## config.mk

```make
export PLATFORM = sky130hd
export DESIGN_NAME = moving_avg_filter
export DESIGN_NICKNAME = d
export VERILOG_FILES = /design/src/rtl/moving_avg_filter.sv
export SDC_FILE = /design/constraint.sdc
export NUM_CORES = 1
export LEC_CHECK = 0
export ABC_AREA = 1
export CORE_ASPECT_RATIO = 2
export CORE_UTILIZATION = 64
export CTS_BUF_LIST = sky130_fd_sc_hd__clkbuf_4
export DETAILED_ROUTE_END_ITERATION = 10
export PLACE_DENSITY = 0.89
export SETUP_SLACK_MARGIN = 0.1
export SLEW_MARGIN = 15
export SYNTH_ARGS = -nofsm -noshare
export SYNTH_HDL_FRONTEND = slang
export SYNTH_SLANG_ARGS = --single-unit
```

## constraint.sdc

```tcl
create_clock -name clk -period 5 [get_ports clk]
set_clock_uncertainty 0.05 [all_clocks]
set_input_delay 0.75 -clock clk [delete_from_list [all_inputs] [get_ports clk]]
set_output_delay 0.75 -clock clk [all_outputs]
set_load 0.005 [all_outputs]
```

## src/rtl/moving_avg_filter.sv

```systemverilog
// moving_avg_filter: stereo boxcar FIR over the last 2**LOG2_DEPTH pairs
// audio path filter between codec read and write sides
//
// Ports:
//   clk, reset            clock, synchronous active-high reset
//   in_valid/in_ready     input pair handshake
//   in_left/in_right      signed input samples
//   bypass                captured at accept; 1 passes the input through
//   out_valid/out_ready   result handshake
//   out_left/out_right    signed results
//   fill_count            samples since clear, saturating at DEPTH
module moving_avg_filter #(
  parameter int WIDTH      = 24,
  parameter int LOG2_DEPTH = 3
) (
  input  logic                  clk,
  input  logic                  reset,
  input  logic                  in_valid,
  output logic                  in_ready,
  input  logic [WIDTH-1:0]      in_left,
  input  logic [WIDTH-1:0]      in_right,
  input  logic                  bypass,
  output logic                  out_valid,
  input  logic                  out_ready,
  output logic [WIDTH-1:0]      out_left,
  output logic [WIDTH-1:0]      out_right,
  output logic [LOG2_DEPTH:0]   fill_count
);

  localparam int DEPTH = 1 << LOG2_DEPTH;
  localparam int SW    = WIDTH + LOG2_DEPTH;
  localparam logic [LOG2_DEPTH-1:0] PTR_MAX = '1;
  localparam logic [LOG2_DEPTH:0] FILL_MAX =
    (LOG2_DEPTH+1)'(DEPTH);

  typedef enum logic [1:0] {
    CLEAR, IDLE, CALC, HOLD
  } state_t;

  state_t state, state_nxt;

  logic [WIDTH-1:0]      hist_l [DEPTH];
  logic [WIDTH-1:0]      hist_r [DEPTH];
  logic [LOG2_DEPTH-1:0] wr_ptr;
  logic [LOG2_DEPTH-1:0] clr_ptr;
  logic [WIDTH-1:0]      new_l, new_r;
  logic [WIDTH-1:0]      old_l, old_r;
  logic                  byp;
  logic [SW-1:0]         sum_l, sum_r;
  logic [SW-1:0]         sum_l_nxt, sum_r_nxt;
  logic                  accept;

  assign in_ready  = (state == IDLE) && !reset;
  assign out_valid = (state == HOLD);
  assign accept    = in_valid && in_ready;

  // Sign-extended so the window sum is exact for any DEPTH.
  assign sum_l_nxt = sum_l
    + {{LOG2_DEPTH{new_l[WIDTH-1]}}, new_l}
    - {{LOG2_DEPTH{old_l[WIDTH-1]}}, old_l};
  assign sum_r_nxt = sum_r
    + {{LOG2_DEPTH{new_r[WIDTH-1]}}, new_r}
    - {{LOG2_DEPTH{old_r[WIDTH-1]}}, old_r};

  always_ff @(posedge clk) begin
    if (reset) state <= CLEAR;
    else       state <= state_nxt;
  end

  always_comb begin
    state_nxt = state;
    unique case (state)
      CLEAR: if (clr_ptr == PTR_MAX) state_nxt = IDLE;
      IDLE:  if (in_valid) state_nxt = CALC;
      CALC:  state_nxt = HOLD;
      HOLD:  if (out_ready) state_nxt = IDLE;
      default: state_nxt = CLEAR;
    endcase
  end

  // History RAM plus the accept-time capture; no reset needed,
  // CLEAR rewrites every entry before the first accept.
  always_ff @(posedge clk) begin
    if (state == CLEAR) begin
      hist_l[clr_ptr] <= '0;
      hist_r[clr_ptr] <= '0;
    end else if (state == CALC) begin
      hist_l[wr_ptr] <= new_l;
      hist_r[wr_ptr] <= new_r;
    end
    if (accept) begin
      new_l <= in_left;
      new_r <= in_right;
      byp   <= bypass;
      old_l <= hist_l[wr_ptr];
      old_r <= hist_r[wr_ptr];
    end
  end

  always_ff @(posedge clk) begin
    if (reset) begin
      sum_l      <= '0;
      sum_r      <= '0;
      wr_ptr     <= '0;
      clr_ptr    <= '0;
      fill_count <= '0;
      out_left   <= '0;
      out_right  <= '0;
    end else begin
      if (state == CLEAR)
        clr_ptr <= clr_ptr + LOG2_DEPTH'(1);
      if (state == CALC) begin
        sum_l  <= sum_l_nxt;
        sum_r  <= sum_r_nxt;
        wr_ptr <= wr_ptr + LOG2_DEPTH'(1);
        if (fill_count != FILL_MAX)
          fill_count <= fill_count + (LOG2_DEPTH+1)'(1);
        // Upper slice of the sum = arithmetic shift (floor).
        out_left  <= byp ? new_l
                         : sum_l_nxt[SW-1:LOG2_DEPTH];
        out_right <= byp ? new_r
                         : sum_r_nxt[SW-1:LOG2_DEPTH];
      end
    end
  end

endmodule
```

==> results.yml <==
layout:
  stdcell_count: 3762
  n_fill_cell: 3057
  areaGrowthSynthToFinish_pct: 10.92
  total_area_of_multi_input_combinational_cells_mm2: 0.009365
  sequential_cell_area_mm2: 0.01673
  most_common_cell_after_layout_fill_and_taps_aside: "nand2_1"
  most-common-layout-cells: "510 x nand2_1, 507 x inv_1, 481 x edfxtp_1, 399 x nor2_1, 222 x o21ai_0"
  final_layout_size_suffix_gt1_share_pct: 7.990
  design.final.nets: 3275
grt:
  grt_pass1_vias: 21860
  grt_pass1_wl_mm: 111.1
  globalRouteOverflowTotal: 0
  grt_start_max_net_pins: 96
  gr-usage-all-layers_pct: 32.37
  number_of_antenna_violations_at_the_first_check_in_global_routing: 4
timing:
  fmax_ghz: 0.2988
  timing.final.ws_setup_ns: 1.653
  tns_ns: 0
  layout_worst_path_cycle_share_pct: 66.95
  rsz_0062_raised_after_global_routing: "no"
  slew_headroom_pct: 38.46
  setup_viol_count_final: 0
  drv_slew: 0
  timing_worst_slew_pin_value_ns: 0.9230
  hold_viol: 0
  minimum_period_implied_by_the_final_worst_setup_slack_ns: 3.347
clock_tree:
  postCtsSetupRepairBufs: 0
  clock_path_buffers: 3
  clkLatencyLatePin_ns: 0.92
  cts.hold.buffers_added: 0
  cts_htree_levels: 3
  cts_inserted_buffers: 120
  clock_sinks: 595
  cts_repair_resize_count: 0
  root_buffer: "clkbuf_4"
  tritoncts: "built"
  clk_pin_slew_worst_paths_ns: 0.09
route:
  drtAntennaViolNets: 0
  drc: 0
  dr_wl_met3_mm: 5.925
  first_iter_violations: 1993
  wire_length_per_cell_um: 18.96
  detail_route.wirelength_mm: 71.33
  highest_metal_used: "met5"
  route.vias.total: 21760
  route.layer.met1.wl_mm: 25.18
  met2RoutedLength_mm: 36.10
  route.detailed.vias_per_inst: 5.783
  first_pass_iters: 7
synth:
  yosysSeqAreaShare_pct: 58.78
  netlist_top_cells_area: "edfxtp_1 51%, dfxtp_1 8.0%, nand2_1 6.7%"
  mappedNetlistArea_mm2: 0.02846
  synth.yosys.warnings: 0
  async_flop_share_pct: 0
  synth.avg_cell_area_um2: 9.569
  yosys_most_used_dff: "edfxtp_1"
  synth_top_family_by_area: "simple AND/OR/NAND/NOR gates"
  yosysTopAreaCellShare_pct: 50.76
  post_syn_instances: 2974
  yosys_register_bits: 595
  synth_simple_gate_area_share_pct: 15.23
  count_of_unique_library_cells_instantiated_by_yosys: 34
  area_fraction_in_compound_gates_after_synthesis_pct: 10.06
  mux_cell_area_share_after_synthesis_pct: 0
  post-synth-top-area-cell: "edfxtp_1"
  synth_enable_flop_cells: 481
  synthXorXnorAreaFrac_pct: 0.8310
  mappedNetlistNets: 3144
  synth_adder_area_share_pct: 6.516
floorplanning:
  die-width_um: 151.1
  design.portCount: 107
  start_util_pct: 64.60
  core_region_mm2: 0.04405
  die_height_um: 300.2
  rows: 109
  design.die.area_mm2: 0.04536
outcome:
  outcome: "completed"
place:
  dp_slack_ns: 1.766
  port_buffers: 106
  hpwl_mm: 48.53
  dp_cells: 3538
  replace_congestion: 0.9791
pwr:
  ir_worst_vdd_mv: 0.4001
  power_density_relative_to_cell_area_mw_per_mm2: 601.6
  leakagePower_nw: 13.47
worst_setup_path:
  path_cells: "inv_1, ha_4, buf_4, o21ai_0, inv_1, nand2_1, nor2_4, buf_4"
  critical_path_required_ns: 5.46
  crit_arrival_ns: 3.80
  worstSetupPathType: "reg2reg"
  worst_path_max_delay_cell: "buf_4"
  r2r_setup_slack_ns: 1.65
  timing.critical_path.fanout_max: 72
  setup.worst_path.end_class: "flip-flop"
  cp_num_buf_inv: 4
  critical_path.max_stage_delay_ns: 0.61
  critPathTopFamily: "buffers and inverters"
  setup.worst_path.start_class: "flip-flop"
run:
  timing.max_cap.violations: 0
min_path:
  timing.hold.worst.class: "in2reg"
[stage by stage]
stage	utilization, %	hold WS (ns)	total power [W]	area (um^2)
after global placement	68.25	0.3975	0.01512	30070
after detailed placement	68.25	0.4043	0.01547	30070
after floorplan	-	0.3873	0.01297	28460
after CTS	71.64	0.2120	0.01892	31560
final	71.65	0.2898	0.01899	31560
after global routing	71.65	0.2706	0.02022	31560
[layout make-up]
cell class                 instances  share of cell area [%]
inverter                         515                   6.136
timing repair buffer             132                   4.241
antenna                            3                 0.02378
multi-input combinational       1741                   29.67
clock inverter                    53                  0.7254
clock buffer                     168                   3.996
tap                              555                   2.200
sequential                       595                   53.01
[synthesized netlist by cell type, types with 48 or more instances]
library cell	n
a21oi_1	134
a31oi_1	48
clkbuf_1	82
dfxtp_1	114
edfxtp_1	481
fa_1	52
ha_1	65
inv_1	508
nand2_1	510
nand3_1	115
nor2_1	407
o211ai_1	51
o21ai_0	222
o22ai_1	48
[per-layer routing]
layer	vias to the layer above	track usage [%]
met5	-	0
met4	4	19.83
met3	268	5.417
met2	1142	54.64
met1	10230	38.21
li1	10110	-
[power breakdown]
part / total [W] / switching (W) / internal, W / leakage [nW]
Sequential: 0.00756 / 0.000462 / 0.00710 / 5.42
Combinational: 0.00802 / 0.00554 / 0.00248 / 7.17
Clock: 0.00341 / 0.00184 / 0.00157 / 0.892
[cells by family after synthesis]
family                     Yosys count
adders and majority gates          117
and+or+nand+nor                   1080
AOI/OAI and AO/OA                  517
xor gates and xnor gates            27
buffers and inverters              638
DFF                                595
[worst reg2reg max path: stages (launching register included)]
cell and delay, ns:
dfxtp_1 0.34, inv_1 0.15, ha_4 0.16, buf_4 0.61, o21ai_0 0.34, inv_1 0.14
nand2_1 0.14, nor2_4 0.58, buf_4 0.44
[final timing paths]
check,start,to,cells past startpoint
worst max-delay path,state[0]$_SDFFE_PP0P_,hist_l[2][14]$_DFFE_PP_,8
worst min-delay path,reset,out_right[15]$_SDFFE_PP0P_,2
worst max register to register,state[0]$_SDFFE_PP0P_,hist_l[2][14]$_DFFE_PP_,8
worst min register to register,out_right[13]$_SDFFE_PP0P_,out_right[13]$_SDFFE_PP0P_,2
[state kept, by name, summed over array words and instances, names as in the netlist, 4 cells and up]
| signal | flops |
|---|---|
| hist_l | 192 |
| hist_r | 192 |
| sum_l | 27 |
| sum_r | 27 |
| new_l | 24 |
| new_r | 24 |
| old_l | 24 |
| old_r | 24 |
| out_left | 24 |
| out_right | 24 |
| fill_count | 4 |
(Power assumes the default switching activity.)
